--- config.mk ---
export PLATFORM = sky130hd
export DESIGN_NAME = imm_gen_pipe
export DESIGN_NICKNAME = d
export VERILOG_FILES = /design/src/rtl/imm_gen_pipe.sv
export SDC_FILE = /design/constraint.sdc
export NUM_CORES = 1
export LEC_CHECK = 0
export CAP_MARGIN = 20
export CORE_ASPECT_RATIO = 1.2
export CORE_UTILIZATION = 45
export DETAILED_ROUTE_END_ITERATION = 8
export DONT_BUFFER_PORTS = 1
export GPL_ROUTABILITY_DRIVEN = 0
export PLACE_DENSITY_LB_ADDON = 0.2
export SETUP_SLACK_MARGIN = 0.4
export SLEW_MARGIN = 0
export SYNTH_ARGS = -nofsm -noshare
export SYNTH_HDL_FRONTEND = slang
export SYNTH_SLANG_ARGS = --single-unit
export TNS_END_PERCENT = 100
--- constraint.sdc ---
create_clock -name clk -period 6.75 [get_ports clk]
set_clock_uncertainty 0.15 [all_clocks]
set_input_delay 0.675 -clock clk [delete_from_list [all_inputs] [get_ports clk]]
set_output_delay 0.675 -clock clk [all_outputs]
set_load 0.01 [all_outputs]
--- src/rtl/imm_gen_pipe.sv ---
// rtl/imm_gen_pipe.sv - registered, handshaked RV32I/RV64I immediate generator with 2-entry skid buffer
module imm_gen_pipe #(
  parameter int XLEN  = 32,
  parameter int DEPTH = 2
) (
  input  logic            clk,
  input  logic            rst_n,
  input  logic            flush,
  input  logic            in_valid,
  output logic            in_ready,
  input  logic [31:0]     inst_code,
  input  logic [XLEN-1:0] pc_in,
  output logic            out_valid,
  input  logic            out_ready,
  output logic [XLEN-1:0] imm_out,
  output logic [2:0]      fmt_out,
  output logic [XLEN-1:0] target_out,
  output logic            illegal_out
);

  localparam logic [2:0] FMT_NONE  = 3'd0;
  localparam logic [2:0] FMT_I     = 3'd1;
  localparam logic [2:0] FMT_S     = 3'd2;
  localparam logic [2:0] FMT_B     = 3'd3;
  localparam logic [2:0] FMT_U     = 3'd4;
  localparam logic [2:0] FMT_J     = 3'd5;
  localparam logic [2:0] FMT_SHAMT = 3'd6;
  localparam logic [2:0] FMT_ZIMM  = 3'd7;

  localparam logic [6:0] OP_LOAD    = 7'b0000011;
  localparam logic [6:0] OP_JALR    = 7'b1100111;
  localparam logic [6:0] OP_IMM     = 7'b0010011;
  localparam logic [6:0] OP_IMM_32  = 7'b0011011;
  localparam logic [6:0] OP_STORE   = 7'b0100011;
  localparam logic [6:0] OP_BRANCH  = 7'b1100011;
  localparam logic [6:0] OP_LUI     = 7'b0110111;
  localparam logic [6:0] OP_AUIPC   = 7'b0010111;
  localparam logic [6:0] OP_JAL     = 7'b1101111;
  localparam logic [6:0] OP_SYSTEM  = 7'b1110011;

  if (DEPTH != 2) begin : g_bad_depth
    $error("imm_gen_pipe: DEPTH must be 2");
  end
  if (XLEN != 32 && XLEN != 64) begin : g_bad_xlen
    $error("imm_gen_pipe: XLEN must be 32 or 64");
  end

  logic [6:0]      opcode;
  logic [2:0]      funct3;
  logic            is_shift;
  logic [XLEN-1:0] imm_i, imm_s, imm_b, imm_u, imm_j;
  logic [XLEN-1:0] dec_imm, dec_tgt;
  logic [2:0]      dec_fmt;
  logic            dec_ill;

  assign opcode   = inst_code[6:0];
  assign funct3   = inst_code[14:12];
  assign is_shift = (funct3 == 3'b001) || (funct3 == 3'b101);

  assign imm_i = {{(XLEN-12){inst_code[31]}}, inst_code[31:20]};
  assign imm_s = {{(XLEN-12){inst_code[31]}}, inst_code[31:25], inst_code[11:7]};
  assign imm_b = {{(XLEN-13){inst_code[31]}}, inst_code[31], inst_code[7],
                  inst_code[30:25], inst_code[11:8], 1'b0};
  // Shifting out the top 12 sign copies leaves bit 31 replicated above at XLEN=64.
  assign imm_u = {{(XLEN-20){inst_code[31]}}, inst_code[31:12]} << 12;
  assign imm_j = {{(XLEN-21){inst_code[31]}}, inst_code[31], inst_code[19:12],
                  inst_code[20], inst_code[30:21], 1'b0};

  // Opcode-driven selection of immediate, format and illegal flag.
  always_comb begin
    dec_imm = '0;
    dec_fmt = FMT_NONE;
    dec_ill = 1'b0;
    case (opcode)
      OP_LOAD, OP_JALR: begin
        dec_imm = imm_i;
        dec_fmt = FMT_I;
      end
      OP_IMM: begin
        if (is_shift) begin
          dec_fmt = FMT_SHAMT;
          if (XLEN == 64) begin
            dec_imm = XLEN'(inst_code[25:20]);
          end else begin
            dec_imm = XLEN'(inst_code[24:20]);
            dec_ill = inst_code[25];
          end
        end else begin
          dec_imm = imm_i;
          dec_fmt = FMT_I;
        end
      end
      OP_IMM_32: begin
        if (XLEN == 64) begin
          if (is_shift) begin
            dec_imm = XLEN'(inst_code[24:20]);
            dec_fmt = FMT_SHAMT;
          end else begin
            dec_imm = imm_i;
            dec_fmt = FMT_I;
          end
        end else begin
          dec_ill = 1'b1;
        end
      end
      OP_STORE: begin
        dec_imm = imm_s;
        dec_fmt = FMT_S;
      end
      OP_BRANCH: begin
        dec_imm = imm_b;
        dec_fmt = FMT_B;
      end
      OP_LUI, OP_AUIPC: begin
        dec_imm = imm_u;
        dec_fmt = FMT_U;
      end
      OP_JAL: begin
        dec_imm = imm_j;
        dec_fmt = FMT_J;
      end
      OP_SYSTEM: begin
        if (funct3[2]) begin
          dec_imm = XLEN'(inst_code[19:15]);
          dec_fmt = FMT_ZIMM;
        end else if (funct3 != 3'b000) begin
          dec_imm = imm_i;
          dec_fmt = FMT_I;
        end
      end
      default: ;
    endcase
  end

  // PC-relative target only for branches, JAL and AUIPC (not LUI, not JALR).
  assign dec_tgt = (dec_fmt == FMT_B || dec_fmt == FMT_J || opcode == OP_AUIPC)
                   ? pc_in + dec_imm : '0;

  logic [XLEN-1:0] imm_q [2];
  logic [XLEN-1:0] tgt_q [2];
  logic [2:0]      fmt_q [2];
  logic            ill_q [2];
  logic [1:0]      count;
  logic            wr_ptr, rd_ptr;
  logic            ready_en;
  logic            push, pop;

  // ready_en keeps in_ready low until the first edge after reset release.
  assign in_ready  = ready_en && (count != 2'd2);
  assign out_valid = (count != 2'd0);
  assign push      = in_valid && in_ready && !flush;
  assign pop       = out_valid && out_ready;

  // Buffer storage; contents are masked by out_valid so they need no reset.
  always_ff @(posedge clk) begin
    if (push) begin
      imm_q[wr_ptr] <= dec_imm;
      tgt_q[wr_ptr] <= dec_tgt;
      fmt_q[wr_ptr] <= dec_fmt;
      ill_q[wr_ptr] <= dec_ill;
    end
  end

  // Occupancy and pointer control; flush overrides push and pop.
  always_ff @(posedge clk or negedge rst_n) begin
    if (!rst_n) begin
      count    <= 2'd0;
      wr_ptr   <= 1'b0;
      rd_ptr   <= 1'b0;
      ready_en <= 1'b0;
    end else begin
      ready_en <= 1'b1;
      if (flush) begin
        count  <= 2'd0;
        wr_ptr <= 1'b0;
        rd_ptr <= 1'b0;
      end else begin
        if (push) wr_ptr <= ~wr_ptr;
        if (pop)  rd_ptr <= ~rd_ptr;
        case ({push, pop})
          2'b10:   count <= count + 2'd1;
          2'b01:   count <= count - 2'd1;
          default: count <= count;
        endcase
      end
    end
  end

  assign imm_out     = out_valid ? imm_q[rd_ptr] : '0;
  assign target_out  = out_valid ? tgt_q[rd_ptr] : '0;
  assign fmt_out     = out_valid ? fmt_q[rd_ptr] : 3'd0;
  assign illegal_out = out_valid ? ill_q[rd_ptr] : 1'b0;

endmodule

==> Yosys cells after proc, flatten, opt, wreduce, memory -nomap -nowiden <==
Memory sizes are Yosys's and may differ from the RTL's.
Index checks and enable logic that the tools add are counted.
Widths: inputs -> output; s select.
{ "classes": {"reduce_logical": 15, "n_lt_le_gt_ge": 0, "div_mod_pow": 0, "eq_ne": 17, "add_sub_neg": 3, "bitwise": 2, "multipliers": 0, "shifts": 0, "mux": 23} }
{ "op_table": {"columns": ["cell", "count"], "rows": [
  ["$pmux 32 s7", 1],
  ["$mux 32", 6],
  ["$add 32x32->32", 1],
  ["$eq 7x7->1 const B", 4],
  ["$eq 7x5->1 const B", 3],
  ["$pmux 3 s7", 1],
  ["$eq 7x6->1 const B", 2],
  ["$mux 1", 9],
  ["$mux 3", 3],
  ["$eq 7x2->1 const B", 1],
  ["$eq 3x3->1 const B", 2],
  ["$reduce_bool 2->1", 3],
  ["$reduce_bool 3->1", 2],
  ["$logic_and 1x1->1", 4],
  ["$pmux 2 s2", 1],
  ["$reduce_or 2->1", 2],
  ["$eq 3x1->1 const B", 1],
  ["$eq 3x2->1 const B", 1],
  ["$logic_or 1x1->1", 3],
  ["$add 2x1->2 const B", 1],
  ["$eq 2x1->1 const B", 1],
  ["$eq 2x2->1 const B", 1],
  ["$mux 2", 1],
  ["$ne 2x2->1 const B", 1],
  ["other kinds (4)", 5]
]} }
{ "word_totals": {"ff_bits": 5, "rom_bits": 0, "n_memories": 4, "input_bits": 69, "mem_bits_rw": 136, "latchBits": 0, "word_cells": 68, "out_inout_bits": 70} }
{ "mem_list": {"columns": ["name", "words", "width", "rd", "rd_ports_with_merged_regs", "write_ports", "line_no", "source"], "rows": [
  ["imm_q", 2, 32, 1, 0, 1, "139", "logic [XLEN-1:0] imm_q [2];"],
  ["tgt_q", 2, 32, 1, 0, 1, "140", "logic [XLEN-1:0] tgt_q [2];"],
  ["fmt_q", 2, 3, 1, 0, 1, "141", "logic [2:0] fmt_q [2];"],
  ["ill_q", 2, 1, 1, 0, 1, "142", "logic ill_q [2];"]
]} }

==> Longest topological paths before layout <==
Gate-level depths: netlist of run 1.
{ "depth": {"depth_word": 8, "depth_mapped": 18, "ltp_nobuf": 16} }

==> Worst setup path before layout of run 1 <==
OpenSTA, ideal clock, no wires.
{ "synth_timing": {"path_type": "register -> register", "start": "register count[0]", "end": "memory fmt_q[1][0] (enable)", "period_less_slack_ns": 6.521, "slack_ns": 0.229, "path_buffers": 0, "setup_time_ns": 0.591, "t_arrival_ns": 5.779, "path_stages_with_launch": 5, "required_time_ns": 6.009, "path_cell_list": "dfrtp_1 -> nand2b_1 -> and2_1 -> nand2_1 -> nor3b_1"} }
{ "synth_between": {"elab_chain_len": 6} }
{ "synth_lines": {"columns": ["element", "line_no", "source"], "rows": [
  ["from (decl)", "143", "logic [1:0] count;"],
  ["from (signal assigned)", "181", "2'b10: count <= count + 2'd1;"],
  ["from (signal assigned)", "182", "2'b01: count <= count - 2'd1;"],
  ["from (signal assigned)", "183", "default: count <= count;"],
  ["$ne 2x2->1", "149", "assign in_ready = ready_en && (count != 2'd2);"],
  ["$logic_and 1x1->1", "149", null],
  ["net in_ready", "10", "output logic in_ready,"],
  ["$logic_and 1x1->1 (2 in a row)", "151", "assign push = in_valid && in_ready && !flush;"],
  ["$mux 1", "156", "if (push) begin"],
  ["$mux 1 (implied by the code)", "159", "fmt_q[wr_ptr] <= dec_fmt;"],
  ["to (decl)", "141", null]
]} }
The timed path passes the listed nets, and every way through them passes these cells.

==> Final worst setup path of run 1 <==
{ "layout_timing": {"start": "input port inst_code[1]", "end": "memory tgt_q[0][26], data pin"} }
{ "layout_between": {"elab_cells_between_ends": 19, "cone_classes": "1 x add/sub; 11 x eq/ne; 3 x mux; 4 x reduce/logical"} }
{ "layout_lines": {"columns": ["element", "line_no", "source"], "rows": [
  ["from (decl)", "11", "input logic [31:0] inst_code,"],
  ["$eq 7x5->1, or another cell as far along", "74", "case (opcode)"],
  ["$reduce_or 2->1", "74", null],
  ["$pmux 32 s7 (*)", "74", null],
  ["net dec_imm[0]", "52", "logic [XLEN-1:0] dec_imm, dec_tgt;"],
  ["$add 32x32->32 (*)", "137", "? pc_in + dec_imm : '0;"],
  ["$mux 32 (*)", "137", null],
  ["net dec_tgt[26]", "52", null],
  ["to (decl)", "140", null]
]} }
Mark *: on every way through the listed nets, which the timed path passes. The rest lies on a longest branch.

==> results.json, run 1 <==
{
  "synthTopCellsByCount": "136 x edfxtp_1, 126 x nor2_1, 69 x mux2i_1",
  "wire_per_inst_um": 21.27,
  "cpMostUsedCell": "o21ai_0",
  "rows": 51,
  "cts_buffer_depth": 2,
  "grt_max_degree": 70,
  "pwr-share-comb": 0.090,
  "rsz0062_at_grt": "no",
  "slew_violations": 0,
  "synth_top_cell_area_share": 0.5328,
  "die_area_um2": 17560,
  "min_path_type": "in -> reg",
  "avgViaCountPerCell": 5.859,
  "htreeDepth": 4,
  "status": "complete, no violations",
  "powerDensity_nw_per_um2": 246.6,
  "synth_fp_nets": 777,
  "start_util": 0.4656,
  "core_um2": 16460,
  "worst_ep_required_time_ns": 6.75,
  "fmax_mhz": 229.9,
  "synth_top_cell_by_area": "edfxtp_1",
  "fin_crit_sh": 0.6445,
  "io_pins": 139,
  "clk_latency_ns": 0.43,
  "finalSetupViolCount": 0,
  "hold_violations": 0,
  "topRoutingLayerUsed": "met4",
  "p_leak_uw": 0.003148,
  "hold_slack_ns": 0.1562,
  "dp_hpwl_mm": 14.01,
  "routed-wl-met3_mm": 1.419,
  "first_global_vias": 5298,
  "cp_slowest_cell": "a2111o_1",
  "route.detailed.drc": 0,
  "grt.total_usage": 0.2270,
  "postRouteAntennaNets": 0,
  "numCtsBuffers": 17,
  "cts.sinks": 141,
  "dp_slack_ns": 2.037,
  "crit_arrival_ns": 4.35,
  "wirelength_mm": 19.15,
  "final-instance-count-excl-fill": 900,
  "cts_tree": "done",
  "synth_top_flop_cell": "edfxtp_1",
  "slowest_delay_ns": 0.48,
  "timing.critical_path.buf_inv": 0,
  "drt-initial-drc-count": 338,
  "yosys-top-cells-area": "edfxtp_1 53%, mux2i_1 9.0%, nor2_1 6.2%, ha_1 5.1%, a21o_1 3.4%",
  "drt-met1-wl_mm": 7.966,
  "crit_type": "in -> reg",
  "setup_ws_ns": 2.399,
  "worst_setup_path_start_kind": "input port",
  "placed_cells": 866,
  "die_h_um": 145.0,
  "maxSlewHeadroom": 0.3479,
  "yosys_warnings": 0,
  "yosysMostFrequentCell": "edfxtp_1",
  "setup_tns_ns": 0,
  "p_int_uw": 1602,
  "clkPwrFrac": 0.441,
  "vias": 5273,
  "seqPwrFrac": 0.468,
  "fill_cells": 1436,
  "nNetsFinal": 775,
  "dr.pass1.iters": 5,
  "cts_setup_buffers": 0,
  "irDropWorstVdd_v": 0.0001416,
  "drive_gt1_frac": 0.07569,
  "yosysUniqueCellTypes": 57,
  "yosysSeqAreaShare": 0.5491,
  "numPortBuffers": 0,
  "grt-ovfl-total": 0,
  "cp-end-kind": "flop",
  "grt_first_pass_wirelength_mm": 29.71,
  "power.switching_uw": 493.7,
  "synth_async_sr_flop_share": 0.03546,
  "dieWidth_um": 121.1,
  "antenna_found_initial": 0,
  "ys_seq_elements": 141,
  "tightest_slew_ns": 0.9782,
  "synth_edf_count": 136,
  "crit_family": "compound AO/OA/AOI/OAI gates",
  "crit_fanout": 10,
  "syn-cell-area_um2": 7665,
  "path_cells": "nand2_2, nor3_1, nand2_1, nor2_1, a32oi_1, o21ai_0, ha_1, fa_1, a21oi_1, o31ai_2, and4b_1, o211ai_2, a2111o_1, a211oi_2, o21ai_0, nor3b_2",
  "dr_wl_met2_mm": 9.247,
  "clk_pin_slew_ns": 0.06,
  "cts_root_buffer": "clkbuf_16",
  "netlist_instances": 676,
  "syn_area_per_cell_um2": 11.34,
  "maxCapViolations": 0,
  "switching_share": 0.2356,
  "area_delta_synth_final_pct": 10.87,
  "min_period_ns": 4.351
}
==> worst paths after layout <==
kind | startpoint | end | slack, ns | cells after the start
worst max-delay path | inst_code[1] | tgt_q[0][26]$_DFFE_PP_ | 2.40 | 16
min in group asynchronous | rst_n | ready_en$_DFF_PN0_ | 0.40 | 1
worst max register to register | count[0]$_DFFE_PN0P_ | imm_q[1][20]$_DFFE_PP_ | 4.21 | 5
worst min-delay path | flush | rd_ptr$_DFFE_PN0P_ | 0.16 | 1
worst min register to register | wr_ptr$_DFFE_PN0P_ | wr_ptr$_DFFE_PN0P_ | 0.44 | 2
max in group asynchronous | rst_n | rd_ptr$_DFFE_PN0P_ | 5.82 | 1
==> layout by cell type (no fill, tap or decap), types with 4 or more instances in the layout <==
cell / instances
edfxtp_1: 136
nor2_1: 125
mux2i_1: 69
nand2_1: 35
a21o_1: 35
a21oi_1: 31
ha_1: 31
o21ai_0: 22
clkbuf_16: 17
xnor2_1: 16
inv_1: 14
xor2_1: 13
a211oi_1: 8
nor3_1: 8
nor2b_1: 8
nand3_1: 7
a31oi_1: 7
and2_1: 7
o21bai_1: 6
nand4_1: 5
buf_4: 5
o21a_1: 4
and3_1: 4
a222oi_1: 4
clkinv_4: 4
dfrtp_1: 4
==> layout make-up <==
class                           count  area [um2]  share of cell area
Clock inverter                     13       141.4             0.01664
Tap cell                          212       265.3             0.03121
Clock buffer                       19       452.9             0.05330
Inverter                           15       56.30            0.006625
Antenna cell                        1       2.502           0.0002945
Sequential cell                   141        4213              0.4957
Multi-Input combinational cell    493        3319              0.3906
Timing Repair Buffer                6       47.55            0.005595
==> stage by stage <==
step | total power, uW | area (um2) | util
after CTS | 2117 | 8496 | 0.5160
after global placement | 1185 | 7891 | 0.4793
after floorplan | 1148 | 7670 | -
final | 2095 | 8498 | 0.5162
after detailed placement | 1188 | 7891 | 0.4793
after global routing | 2169 | 8496 | 0.5160
==> power by group through the flow <==
stage               registers [uW]  clock network [uW]  logic [uW]
floorplan                      995                   0         153
global placement               999                   0         186
detailed placement            1000                   0         188
CTS                            982                 944         190
global route                   983                 978         208
finish                         981                 925         189
==> cells by family (layout without fill, tap and decap cells) <==
group	after synthesis	after routing	share of synthesized area
and+or+nand+nor	219	219	0.1255
muxes	69	69	0.09011
adders and majority gates	32	32	0.05322
xor gates and xnor gates	29	29	0.03314
buffers and inverters	42	53	0.02089
DFF	141	141	0.5491
AOI/OAI and AO/OA	143	143	0.1275
other	1	2	0.0004892
==> metal layers <==
metal	up-vias	GRT usage
met2	207	0.3646
met1	2523	0.2804
li1	2501	-
met4	0	0.1012
met3	42	0.06682
met5	-	0
==> timing repair <==
action                                 CTS  global route
endpoints found under the hold margin    5             0
hold buffers                             1             0
resized for setup                        0             0
setup endpoints to repair                0             0
==> registers in the layout (all words and copies together) (netlist names) <==
register	count
ill_q	2
rd_ptr	1
wr_ptr	1
count	2
tgt_q	64
ready_en	1
fmt_q	6
imm_q	64
No activity file was read; power rests on OpenSTA's default activity.
==> run 2, diff against run 1 <==
Clock period 6.75 ns to 4 ns, I/O delays scaled along.
==> results.json, run 2 (same netlist as run 1, synthesis figures left out) <==
{
  "worst_ep_required_time_ns": 4.00,
  "cts_buffer_depth": 2,
  "clkPwrFrac": 0.453,
  "avgViaCountPerCell": 5.794,
  "dieWidth_um": 121.1,
  "io_pins": 139,
  "nNetsFinal": 805,
  "multi_input_area_um2": 3552,
  "grt-ovfl-total": 0,
  "post_dp_cell_area_um2": 8133,
  "dr.pass1.iters": 5,
  "top_regs": "imm_q (64), tgt_q (64), fmt_q (6)",
  "hold_violations": 0,
  "switching_share": 0.2297,
  "fin_crit_sh": 0.9336,
  "clk_latency_ns": 0.42,
  "drt-initial-drc-count": 410,
  "slowest_delay_ns": 0.43,
  "power.switching_uw": 846.5,
  "path_cells": "o211ai_1, nor2_1, o31ai_2, o21ai_2, a222oi_1, inv_1, ha_4, inv_2, o31ai_4, and4b_2, o211ai_2, a2111o_1, a211oi_2, o21ai_1, nor3b_2",
  "antenna_found_initial": 0,
  "grt_first_pass_wirelength_mm": 29.76,
  "grt_max_degree": 69,
  "grt.total_usage": 0.2278,
  "layout_common_cells": "136 x edfxtp_1, 120 x nor2_1, 69 x mux2i_1, 35 x a21o_1, 33 x nand2_1",
  "fmax_mhz": 267.8,
  "rows": 51,
  "vias": 5383,
  "wire_per_inst_um": 21.21,
  "setup_tns_ns": 0,
  "crit_fanout": 5,
  "antenna_cells": 0,
  "seq_area_um2": 4213,
  "htreeDepth": 4,
  "dp_hpwl_mm": 14.23,
  "seqPwrFrac": 0.451,
  "postRouteAntennaNets": 0,
  "die_h_um": 145.0,
  "fin_area_um2": 9007,
  "cts.sinks": 141,
  "min_path_type": "in -> reg",
  "min_period_ns": 3.734,
  "final-instance-count-excl-fill": 929,
  "hold_slack_ns": 0.05139,
  "drive_gt1_frac": 0.1562,
  "clk_pin_slew_ns": 0.06,
  "crit_type": "in -> reg",
  "worst_setup_path_start_kind": "input port",
  "rsz0062_at_grt": "yes",
  "cp_slowest_cell": "a2111o_1",
  "first_global_vias": 5432,
  "pwr-share-comb": 0.096,
  "final_common_cell": "edfxtp_1",
  "fill_cells": 1403,
  "core_um2": 16460,
  "crit_family": "compound AO/OA/AOI/OAI gates",
  "cts_root_buffer": "clkbuf_16",
  "numPortBuffers": 0,
  "tightest_slew_ns": 0.9536,
  "finalSetupViolCount": 0,
  "status": "complete, no violations",
  "irDropWorstVdd_v": 0.0003134,
  "die_area_um2": 17560,
  "placed_cells": 888,
  "p_leak_uw": 0.003358,
  "maxCapViolations": 0,
  "rr_worst_depth": 5,
  "cts_tree": "done",
  "p_int_uw": 2839,
  "cp.depth": 15,
  "powerDensity_nw_per_um2": 409.1,
  "crit_arrival_ns": 3.73,
  "wirelength_mm": 19.71,
  "area_delta_synth_final_pct": 17.52,
  "cp-end-kind": "flop",
  "slew_violations": 0,
  "maxSlewHeadroom": 0.3643,
  "whs_path_depth": 1,
  "route.detailed.drc": 0,
  "numCtsBuffers": 17,
  "start_util": 0.4656,
  "timing.critical_path.buf_inv": 2
}
[run 2: changes by cell type in the layout (fill, tap and decap cells not counted), moves of 3 or more]
| cell | change |
|---|---|
| buf_4 | +27 |
| nor2_1 | -5 |
| o21ai_0 | -5 |
| xnor2_1 | -4 |
| xnor2_2 | +4 |
| a21oi_1 | -3 |
| a21oi_2 | +3 |
| nor2_2 | +3 |
| o21ai_2 | +3 |
[run 2: power groups by stage]
| stage | registers, uW | logic, uW | clock network, uW |
|---|---|---|---|
| 3_5_place_dp | 1690 | 330 | 0 |
| 5_1_grt | 1660 | 384 | 1750 |
| 6_report | 1660 | 353 | 1670 |
| 4_1_cts | 1660 | 339 | 1700 |
| 3_3_place_gp | 1690 | 325 | 0 |
| 2_1_floorplan | 1680 | 266 | 0 |
[run 2: per-stage QoR]
stage                     setup slack [ns]  power [uW]    util
after floorplan                     0.2905        1943       -
after global placement            -0.03121        2017  0.4940
after detailed placement           -0.1549        2024  0.4940
after CTS                           0.3270        3701  0.5360
after global routing                0.1022        3802  0.5471
final                               0.2656        3685  0.5471
[run 2: cell type report]
type / instances / share of cell area
clock buffer: 19 / 0.04917
clock inverter: 13 / 0.02084
inverter: 15 / 0.006251
multi-input combinational: 493 / 0.3944
sequential: 141 / 0.4677
tap: 212 / 0.02945
timing repair buffer: 36 / 0.03223
[run 2: worst paths after layout]
check,slack (ns),from,end
max,0.27,inst_code[13],tgt_q[1][26]$_DFFE_PP_
min,0.05,inst_code[2],ill_q[0]$_DFFE_PP_
max reg2reg,1.46,count[0]$_DFFE_PN0P_,imm_q[1][19]$_DFFE_PP_
min reg2reg,0.50,wr_ptr$_DFFE_PN0P_,wr_ptr$_DFFE_PN0P_
max in group asynchronous,3.36,rst_n,rd_ptr$_DFFE_PN0P_
min in group asynchronous,0.12,rst_n,ready_en$_DFF_PN0_
[run 2: what timing repair did]
item                       4_1_cts  5_1_grt
hold buffers                     3        0
pin swaps                        0       21
hold endpoints to repair         9        0
buffers inserted                 2        4
resized for setup                4       31
setup endpoints to repair       10       42
[run 2: worst register-to-register path: stages (launching register included)]
cell and delay, ns:
dfrtp_1 0.44, nand2b_1 0.15, and2_1 0.22, nand2_1 0.19, nor3b_4 0.22, buf_4 0.71
[run 2: layer usage]
metal  GRT usage  wire length, um
met1      0.2673             7930
met2      0.3717             9566
met3     0.07744             1547
met4      0.1062              660
met5           0                0
